File: src/rtl/timer_request_controller_pkg.sv
// Shared definitions for the timer request controller: state encoding,
// default timing parameters and the reference timer threshold.
package timer_ctrl_pkg;

  localparam logic [2:0] S_IDLE  = 3'd0;
  localparam logic [2:0] S_CLEAR = 3'd1;
  localparam logic [2:0] S_ARM   = 3'd2;
  localparam logic [2:0] S_WAIT  = 3'd3;
  localparam logic [2:0] S_DONE  = 3'd4;
  localparam logic [2:0] S_ERR   = 3'd5;

  typedef enum logic [2:0] {
    ST_IDLE  = S_IDLE,
    ST_CLEAR = S_CLEAR,
    ST_ARM   = S_ARM,
    ST_WAIT  = S_WAIT,
    ST_DONE  = S_DONE,
    ST_ERR   = S_ERR
  } state_e;

  localparam int unsigned DEFAULT_CLEAR_CYCLES = 1;
  localparam int unsigned DEFAULT_MAX_WAIT     = 16;
  localparam int unsigned TIMER_THRESHOLD      = 4;

  // Bits needed to hold 0..max_val inclusive.
  function automatic int unsigned cnt_width(input int unsigned max_val);
    return (max_val < 1) ? 1 : $clog2(max_val + 1);
  endfunction

endpackage

File: src/rtl/timer_request_controller_if.sv
// Request/timer signal bundle. master = the controller, slave = the control FSM
// plus timer that surround it.
interface timer_request_controller_if;
  logic start_req;
  logic abort;
  logic timer_expired;
  logic timer_clear;
  logic start_ack;
  logic done;
  logic timeout_err;
  logic busy;

  modport master (
    input  start_req, abort, timer_expired,
    output timer_clear, start_ack, done, timeout_err, busy
  );

  modport slave (
    output start_req, abort, timer_expired,
    input  timer_clear, start_ack, done, timeout_err, busy
  );
endinterface

File: src/rtl/timer_request_controller_sat_cycle_counter.sv
// Up-counter with enable and synchronous clear that holds at MAX_COUNT
// instead of wrapping.
module sat_cycle_counter #(
  parameter int unsigned WIDTH     = 4,
  parameter int unsigned MAX_COUNT = 15
) (
  input  logic             clock,
  input  logic             clear_n,
  input  logic             clr,
  input  logic             en,
  output logic [WIDTH-1:0] count
);

  localparam logic [WIDTH-1:0] MAX_VAL = WIDTH'(MAX_COUNT);

  logic [WIDTH-1:0] count_q;
  logic [WIDTH-1:0] count_d;

  always_comb begin
    count_d = count_q;
    if (clr) begin
      count_d = '0;
    end else if (en && (count_q != MAX_VAL)) begin
      count_d = count_q + WIDTH'(1);
    end
  end

  always_ff @(posedge clock) begin
    if (!clear_n) begin
      count_q <= '0;
    end else begin
      count_q <= count_d;
    end
  end

  assign count = count_q;

endmodule

File: src/rtl/timer_request_controller.sv
// Initiator side of the timer interface: clears the timer, waits for expiry and
// reports done, or timeout_err on a stale or dead timer.
module timer_request_controller
  import timer_ctrl_pkg::*;
#(
  parameter int unsigned CLEAR_CYCLES = DEFAULT_CLEAR_CYCLES,
  parameter int unsigned MAX_WAIT     = DEFAULT_MAX_WAIT
) (
  input  logic                        clock,
  input  logic                        clear_n,
  timer_request_controller_if.master  bus
);

  localparam int unsigned CLR_W = cnt_width(CLEAR_CYCLES);
  localparam int unsigned WD_W  = $clog2(MAX_WAIT + 1);
  localparam logic [CLR_W-1:0] CLR_LAST = CLR_W'(CLEAR_CYCLES - 1);
  localparam logic [WD_W-1:0]  WD_LAST  = WD_W'(MAX_WAIT - 1);

  state_e state_q, state_d;
  logic   timer_clear_q, timer_clear_d;
  logic   start_ack_q, start_ack_d;
  logic   done_q, done_d;
  logic   timeout_err_q, timeout_err_d;
  logic   busy_q, busy_d;

  logic [CLR_W-1:0] clr_cnt;
  logic [WD_W-1:0]  wd_cnt;

  sat_cycle_counter #(.WIDTH(CLR_W), .MAX_COUNT(CLEAR_CYCLES)) u_clear_len (
    .clock   (clock),
    .clear_n (clear_n),
    .clr     (state_q != ST_CLEAR),
    .en      (state_q == ST_CLEAR),
    .count   (clr_cnt)
  );

  sat_cycle_counter #(.WIDTH(WD_W), .MAX_COUNT(MAX_WAIT)) u_watchdog (
    .clock   (clock),
    .clear_n (clear_n),
    .clr     (state_q == ST_ARM),
    .en      (state_q == ST_WAIT),
    .count   (wd_cnt)
  );

  always_comb begin
    state_d = state_q;
    unique case (state_q)
      ST_IDLE:  if (bus.start_req) state_d = ST_CLEAR;
      ST_CLEAR: begin
        if (bus.abort)                state_d = ST_IDLE;
        else if (clr_cnt == CLR_LAST) state_d = ST_ARM;
      end
      ST_ARM: begin
        if (bus.abort)              state_d = ST_IDLE;
        else if (bus.timer_expired) state_d = ST_ERR;
        else                        state_d = ST_WAIT;
      end
      // The cycle in which the watchdog would step to MAX_WAIT is the last WAIT cycle.
      ST_WAIT: begin
        if (bus.abort)              state_d = ST_IDLE;
        else if (bus.timer_expired) state_d = ST_DONE;
        else if (wd_cnt >= WD_LAST) state_d = ST_ERR;
      end
      ST_DONE:  state_d = ST_IDLE;
      ST_ERR:   state_d = ST_IDLE;
      default:  state_d = ST_IDLE;
    endcase

    timer_clear_d = (state_d == ST_CLEAR);
    start_ack_d   = (state_q == ST_IDLE) && (state_d == ST_CLEAR);
    done_d        = (state_d == ST_DONE);
    timeout_err_d = (state_d == ST_ERR);
    busy_d        = (state_d != ST_IDLE);
  end

  always_ff @(posedge clock) begin
    if (!clear_n) begin
      state_q       <= ST_IDLE;
      timer_clear_q <= 1'b0;
      start_ack_q   <= 1'b0;
      done_q        <= 1'b0;
      timeout_err_q <= 1'b0;
      busy_q        <= 1'b0;
    end else begin
      state_q       <= state_d;
      timer_clear_q <= timer_clear_d;
      start_ack_q   <= start_ack_d;
      done_q        <= done_d;
      timeout_err_q <= timeout_err_d;
      busy_q        <= busy_d;
    end
  end

  assign bus.timer_clear = timer_clear_q;
  assign bus.start_ack   = start_ack_q;
  assign bus.done        = done_q;
  assign bus.timeout_err = timeout_err_q;
  assign bus.busy        = busy_q;

endmodule

File: src/flat_wrapper.sv
// flat-port wrapper written by rule: the top's interface ports become plain ports
module timer_request_controller_flat import timer_ctrl_pkg::*;
#(
  parameter int unsigned CLEAR_CYCLES = DEFAULT_CLEAR_CYCLES,
  parameter int unsigned MAX_WAIT     = DEFAULT_MAX_WAIT
)
  (clock, clear_n, bus_start_req, bus_abort, bus_timer_expired, bus_timer_clear, bus_start_ack, bus_done, bus_timeout_err, bus_busy);
  timer_request_controller_if bus_i ();
  input  logic clock;
  input  logic clear_n;
  input wire logic [$bits(bus_i.start_req)-1:0] bus_start_req;
  input wire logic [$bits(bus_i.abort)-1:0] bus_abort;
  input wire logic [$bits(bus_i.timer_expired)-1:0] bus_timer_expired;
  output wire logic [$bits(bus_i.timer_clear)-1:0] bus_timer_clear;
  output wire logic [$bits(bus_i.start_ack)-1:0] bus_start_ack;
  output wire logic [$bits(bus_i.done)-1:0] bus_done;
  output wire logic [$bits(bus_i.timeout_err)-1:0] bus_timeout_err;
  output wire logic [$bits(bus_i.busy)-1:0] bus_busy;
  assign bus_i.start_req = bus_start_req;
  assign bus_i.abort = bus_abort;
  assign bus_i.timer_expired = bus_timer_expired;
  assign bus_timer_clear = bus_i.timer_clear;
  assign bus_start_ack = bus_i.start_ack;
  assign bus_done = bus_i.done;
  assign bus_timeout_err = bus_i.timeout_err;
  assign bus_busy = bus_i.busy;
  timer_request_controller #(.CLEAR_CYCLES(CLEAR_CYCLES), .MAX_WAIT(MAX_WAIT)) u_core (.clock(clock), .clear_n(clear_n), .bus(bus_i));
endmodule
File: config.mk
export PLATFORM = sky130hd
export DESIGN_NAME = timer_request_controller_flat
export DESIGN_NICKNAME = d
export VERILOG_FILES = /design/src/rtl/timer_request_controller_pkg.sv /design/src/rtl/timer_request_controller_if.sv /design/src/rtl/timer_request_controller_sat_cycle_counter.sv /design/src/rtl/timer_request_controller.sv /design/src/flat_wrapper.sv
export SDC_FILE = /design/constraint.sdc
export NUM_CORES = 1
export LEC_CHECK = 0
export ABC_AREA = 1
export CORE_UTILIZATION = 40
export CTS_CLUSTER_SIZE = 28
export DETAILED_ROUTE_END_ITERATION = 6
export GPL_ROUTABILITY_DRIVEN = 1
export MAX_ROUTING_LAYER = met4
export SETUP_SLACK_MARGIN = 0.2
export SLEW_MARGIN = 20
export SYNTH_ARGS = -nofsm -noshare
export SYNTH_HDL_FRONTEND = slang
export SYNTH_SLANG_ARGS = --single-unit
File: constraint.sdc
create_clock -name clock -period 1.26 [get_ports clock]
set_input_delay 0.126 -clock clock [delete_from_list [all_inputs] [get_ports clock]]
set_output_delay 0.126 -clock clock [all_outputs]
set_load 0.1 [all_outputs]
### After elaboration in Yosys (flattened, before gate mapping)

Index checks and enable logic that the tools add are counted.

* bits in registers: 14
* bits in latches: 0
* RAM bits: 0
* ROM bits: 0
* input port bits: 5
* output and inout port bits: 5
* word-level logic and storage cells: 37
* memories: 0

* add/sub/neg operators: 2
* $mul: 0
* div/mod/pow operators: 0
* order comparisons: 1
* eq/ne operators: 8
* shift-type cells: 0
* muxes and demuxes: 9
* bitwise gates (word level): 2
* reduce and logical (&&, ||, !) cells: 7

Operator list (count)
* two-way mux 3 bit: 8
* case mux 3 bit (4 select lines): 1
* equality test 3 x 1 -> 1 bit (second input constant): 2
* equality test 3 x 2 -> 1 bit (second input constant): 2
* equality test 3 bit (second input constant): 2
* adder 5 x 1 -> 5 bit (second input constant): 1
* >= comparator 5 x 4 -> 1 bit (second input constant): 1
* inequality test 5 bit (second input constant): 1
* OR reduction 2 bit: 2
* logical AND 1 bit: 3
* logical NOT 3 bit: 1
* inequality test 3 x 1 -> 1 bit (second input constant): 1
* nonzero test 3 bit: 1
* inverter 1 bit: 2
* adder 1 bit (second input constant): 1

### Longest topological paths before layout

Gate-level depths: netlist of run 1.

* word-level depth: 7
* mapped depth: 11
* depth with buffers taken out: 11

### Modules after synthesis

Synthesis of run 1 repeated with hierarchy kept, for this count alone.

* cell total of the unflattened synthesis: 106
* area total of the unflattened synthesis: 700.7 sq um

Modules (own cells, without submodules)
* timer_request_controller: instances 1, cells each 58, area each 381.6 sq um, seq. area each 160.2 sq um
* sat_cycle_counter (u_core.u_watchdog): instances 1, cells each 43, area each 284.0 sq um, seq. area each 100.1 sq um
* sat_cycle_counter (u_core.u_clear_len): instances 1, cells each 5, area each 35.0 sq um, seq. area each 20.0 sq um

### Worst setup path after synthesis of run 1

No wires, ideal clock.

* kind: register -> register
* start: reg u_core.u_watchdog.count_q[0] (netlist: u_core.u_watchdog.count[0])
* end: reg u_core.busy_q (netlist: u_core.bus.busy)
* setup time: 121 ps
* arrival: 1203 ps
* required time: 1139 ps
* setup slack: -64 ps
* cell stages (with the launch flop): 11
* period minus slack after synthesis: 1324 ps
* cells stage by stage: dfxtp_1 ha_1 nand2_1 nor2_1 ha_1 nor2_1 nand2_1 nand3_1 nand2_1 nand2_1 nand3_1

* longest elaborated chain between the ends: 6

Ends and longest elaborated chain
* start: declaration: RTL line timer_request_controller_sat_cycle_counter.sv:16 `logic [WIDTH-1:0] count_q;`
* start signal: assignment: RTL line timer_request_controller_sat_cycle_counter.sv:32 `count_q <= count_d;`
* >= comparator 5 x 4 -> 1 bit: RTL line timer_request_controller.sv:62 `else if (wd_cnt >= WD_LAST) state_d = ST_ERR;`
* two-way mux 3 bit: RTL line timer_request_controller.sv:62
* two-way mux 3 bit: RTL line timer_request_controller.sv:61 `else if (bus.timer_expired) state_d = ST_DONE;`
* two-way mux 3 bit: RTL line timer_request_controller.sv:60 `if (bus.abort) state_d = ST_IDLE;`
* case mux 3 bit (4 select lines): RTL line timer_request_controller.sv:47 `unique case (state_q)`
* nonzero test 3 bit: RTL line timer_request_controller.sv:73 `busy_d = (state_d != ST_IDLE);`
* end signal: assignment: RTL line timer_request_controller.sv:90 `busy_q <= busy_d;`
* end: declaration: RTL line timer_request_controller.sv:24 `logic busy_q, busy_d;`

No other way between the ends.
A chain may end at the register's enable or synchronous reset.

### Final worst setup path of run 1

* start: reg u_core.u_watchdog.count_q[1] (netlist: u_core.u_watchdog.count[1])
* end: reg u_core.busy_q (netlist: u_core.bus.busy)

Same word-level chain as after synthesis.

==> impl_metrics.env, run 1 <==
export IMPL_status="finished, violations left"
export IMPL_violations="negative setup slack"
export IMPL_seq_area_frac_synth=0.4375
export IMPL_dr_pass1_iters=4
export IMPL_period_needed_ns=1.341
export IMPL_end_kind="flip-flop"
export IMPL_postRouteAntennaNets=0
export IMPL_htreeDepth=1
export IMPL_overflow=0
export IMPL_portBuffers=9
export IMPL_final_cell_count_no_fill=131
export IMPL_viasPerCell=4.878
export IMPL_clock_sinks=14
export IMPL_syn_area_um2=640.6
export IMPL_area_growth_synth_to_final_pct=60.94
export IMPL_fp_row_count=14
export IMPL_maxSlewViolCount=0
export IMPL_syn_avg_cell_area_um2=7.118
export IMPL_syn_inst=90
export IMPL_clock_tree_root_cell="clkbuf_4"
export IMPL_start_util=0.4252
export IMPL_switching_power_w=0.0002651
export IMPL_diodes=0
export IMPL_grt_pass1_vias=532
export IMPL_dp_hpwl_um=961.1
export IMPL_hp_start="bus_start_req"
export IMPL_worstPathArrival_ns=1.52
export IMPL_numCtsBuffers=3
export IMPL_die_y_um=42.02
export IMPL_dieArea_um2=1766
export IMPL_cts_hold_buffers_added=0
export IMPL_grt_pass1_wl_um=2221
export IMPL_final_cell_mix="inv_1 (14), nand2_1 (12), dfxtp_1 (11)"
export IMPL_setup_tns_final_ns=-0.4937
export IMPL_yosys_warnings=0
export IMPL_gp_congestion=0.8015
export IMPL_worst_slack_ns=-0.08147
export IMPL_dp_slack_ns=-0.1013
export IMPL_worstMarginPinSlew_ns=0.1945
export IMPL_r2r_slack_ns=-0.08
export IMPL_ys_ff_latch=14
export IMPL_worst_r2r_startpoint="u_core.u_watchdog.count[1]$_SDFFE_PP0P_"
export IMPL_power_density_nw_per_um2=937.7
export IMPL_rr_endpoint="u_core.bus.busy$_SDFF_PN0_"
export IMPL_clk_latency_ns=0.28
export IMPL_wirelength_um=1483
export IMPL_antenna_found_initial=0
export IMPL_num_vias=639
export IMPL_track_usage=0.1735
export IMPL_finalSetupViolations=10
export IMPL_swShare=0.2742
export IMPL_ff2ff_path_depth=10
export IMPL_io_pins=10
export IMPL_startpoint_type="flip-flop"
export IMPL_max_cap_violations=0
export IMPL_combinationalPowerShare=0.184
export IMPL_dr_first_iter_drc_count=8
export IMPL_min_path_cells=3
export IMPL_max_vdd_ir_drop_mv=0.7504
export IMPL_criticalPathCategory="reg -> reg"
export IMPL_grt_max_degree=9
export IMPL_finalCritPeriodShare=1.065
export IMPL_hold_violations=0
export IMPL_worstHoldPathType="in -> reg"
export IMPL_path_max_fanout=4
export IMPL_cts_clk_slew_worst_paths_ns=0.08
export IMPL_route_detailed_drc=0
export IMPL_fmaxAchievable_ghz=0.7454
export IMPL_startpoint="u_core.u_watchdog.count[1]$_SDFFE_PP0P_"
export IMPL_place_inst=123
export IMPL_coreArea_um2=1506
export IMPL_clkPwrFrac=0.332
export IMPL_nFillCells=113
export IMPL_rsz0062_at_grt="yes"
export IMPL_slew_headroom=0.8697
export IMPL_seq_power_share=0.484
export IMPL_intPower_w=0.0007016
export IMPL_yosys_cell_types_count=15
export IMPL_min_to="u_core.bus.start_ack$_SDFF_PN0_"
export IMPL_wl_per_cell_um=11.32
export IMPL_required_ns=1.43
export IMPL_nets=124
export IMPL_drive_above_1_share=0.4174
export IMPL_die_w_um=42.02
export IMPL_layout_commonest_cell="inv_1"
export IMPL_synth_nets=98
export IMPL_tritoncts="built"
export IMPL_p_leak_nw=0.4873
export IMPL_clockBufferDepth=2
export IMPL_worst_clock_skew_ns=0.003473
repair_timing:
item / in CTS / in global routing
pin swaps: 8 / 15
resized for setup: 4 / 19
buffers inserted: 0 / 4
setup endpoints to repair: 11 / 11
worst max-delay path by stage:
stage                                            end  slack [ns]  depth (start not counted)
after detailed placement  u_core.bus.done$_SDFF_PN0_       -0.10                         10
after floorplan           u_core.bus.busy$_SDFF_PN0_     -0.0003                         11
after global routing      u_core.bus.done$_SDFF_PN0_       -0.19                         10
after CTS                 u_core.bus.done$_SDFF_PN0_       -0.06                         10
final                     u_core.bus.busy$_SDFF_PN0_       -0.08                         10
after global placement    u_core.bus.busy$_SDFF_PN0_       -0.09                         10
Yosys cell counts:
library cell | count | share of area
nor2_4 | 1 | 0.018
nor2_2 | 1 | 0.0098
o211ai_1 | 2 | 0.023
inv_2 | 4 | 0.023
dfxtp_1 | 14 | 0.44
nand2_1 | 18 | 0.11
nand4_1 | 2 | 0.020
nand3_1 | 8 | 0.063
nor3_1 | 2 | 0.016
ha_1 | 3 | 0.059
nor2_1 | 10 | 0.059
inv_1 | 16 | 0.094
o21ai_0 | 3 | 0.023
a21oi_1 | 4 | 0.031
nand2_2 | 2 | 0.020
worst max-delay path, cell delays in order, from the launching register on:
cell,delay (ns)
dfxtp_4,0.36
ha_4,0.17
nand2_4,0.06
nor2_4,0.04
ha_4,0.15
nor2_2,0.07
nand2_1,0.07
nand3_1,0.08
nand2_1,0.07
nand2_2,0.10
nand3_2,0.06
cells by family (layout without fill, tap and decap cells):
logic type      Yosys count  count (layout)  synth area share
compound gates            9               9           0.07811
fa+ha+maj                 3               3           0.05860
buf+inv                  20              45            0.1172
flops                    14              14            0.4375
simple gates             44              44            0.3086
flip-flops by register name, summed over array words and instances (netlist names):
signal and cells:
u_core.bus.timer_clear 1, u_core.bus.start_ack 1, u_core.u_watchdog.count 5, u_core.bus.timeout_err 1
u_core.bus.done 1, u_core.bus.busy 1, u_core.state_q 3, u_core.u_clear_len.count 1
metal layers:
metal	vias to the layer above	global-route usage	routed length [um]
met5	-	-	0
met4	0	0.05625	31
met3	4	0.07759	59
met2	18	0.2344	671
met1	283	0.2322	720
li1	334	-	-
final cells by class:
class                      instances  area [um2]  share of cell area
timing repair buffer              21       241.5              0.2342
multi-input combinational         56       366.6              0.3556
sequential                        14       286.5              0.2779
tap                               16       20.02             0.01942
inverter                          20       80.08             0.07767
clock buffer                       4       36.28             0.03519
through the flow:
step | util | area [um2] | total power (W) | hold slack (ns)
2_1_floorplan | - | 663.1 | 0.0005734 | 0.2423
3_3_place_gp | 0.5864 | 883.3 | 0.0006442 | 0.4915
3_5_place_dp | 0.5864 | 883.3 | 0.0006441 | 0.4972
4_1_cts | 0.6179 | 930.9 | 0.0009711 | 0.3898
5_1_grt | 0.6844 | 1031 | 0.001013 | 0.3924
6_report | 0.6844 | 1031 | 0.0009667 | 0.3893
power by group through the flow:
stage / sequential (W) / clock [W] / combinational, W
after CTS: 0.000469 / 0.000335 / 0.000167
after global routing: 0.000469 / 0.000354 / 0.000190
final: 0.000468 / 0.000321 / 0.000178
after global placement: 0.000479 / 0 / 0.000165
after detailed placement: 0.000479 / 0 / 0.000165
after floorplan: 0.000528 / 0 / 0.0000452
No activity file was read; power rests on OpenSTA's default activity.
==> run 2, diff against run 1 <==
- ABC_CLOCK_PERIOD_IN_PS: unset -> 1260
- CTS_CLUSTER_DIAMETER: unset -> 120
==> results of run 2 <==
Final layout, timing and power as in run 1 (identical DEF).
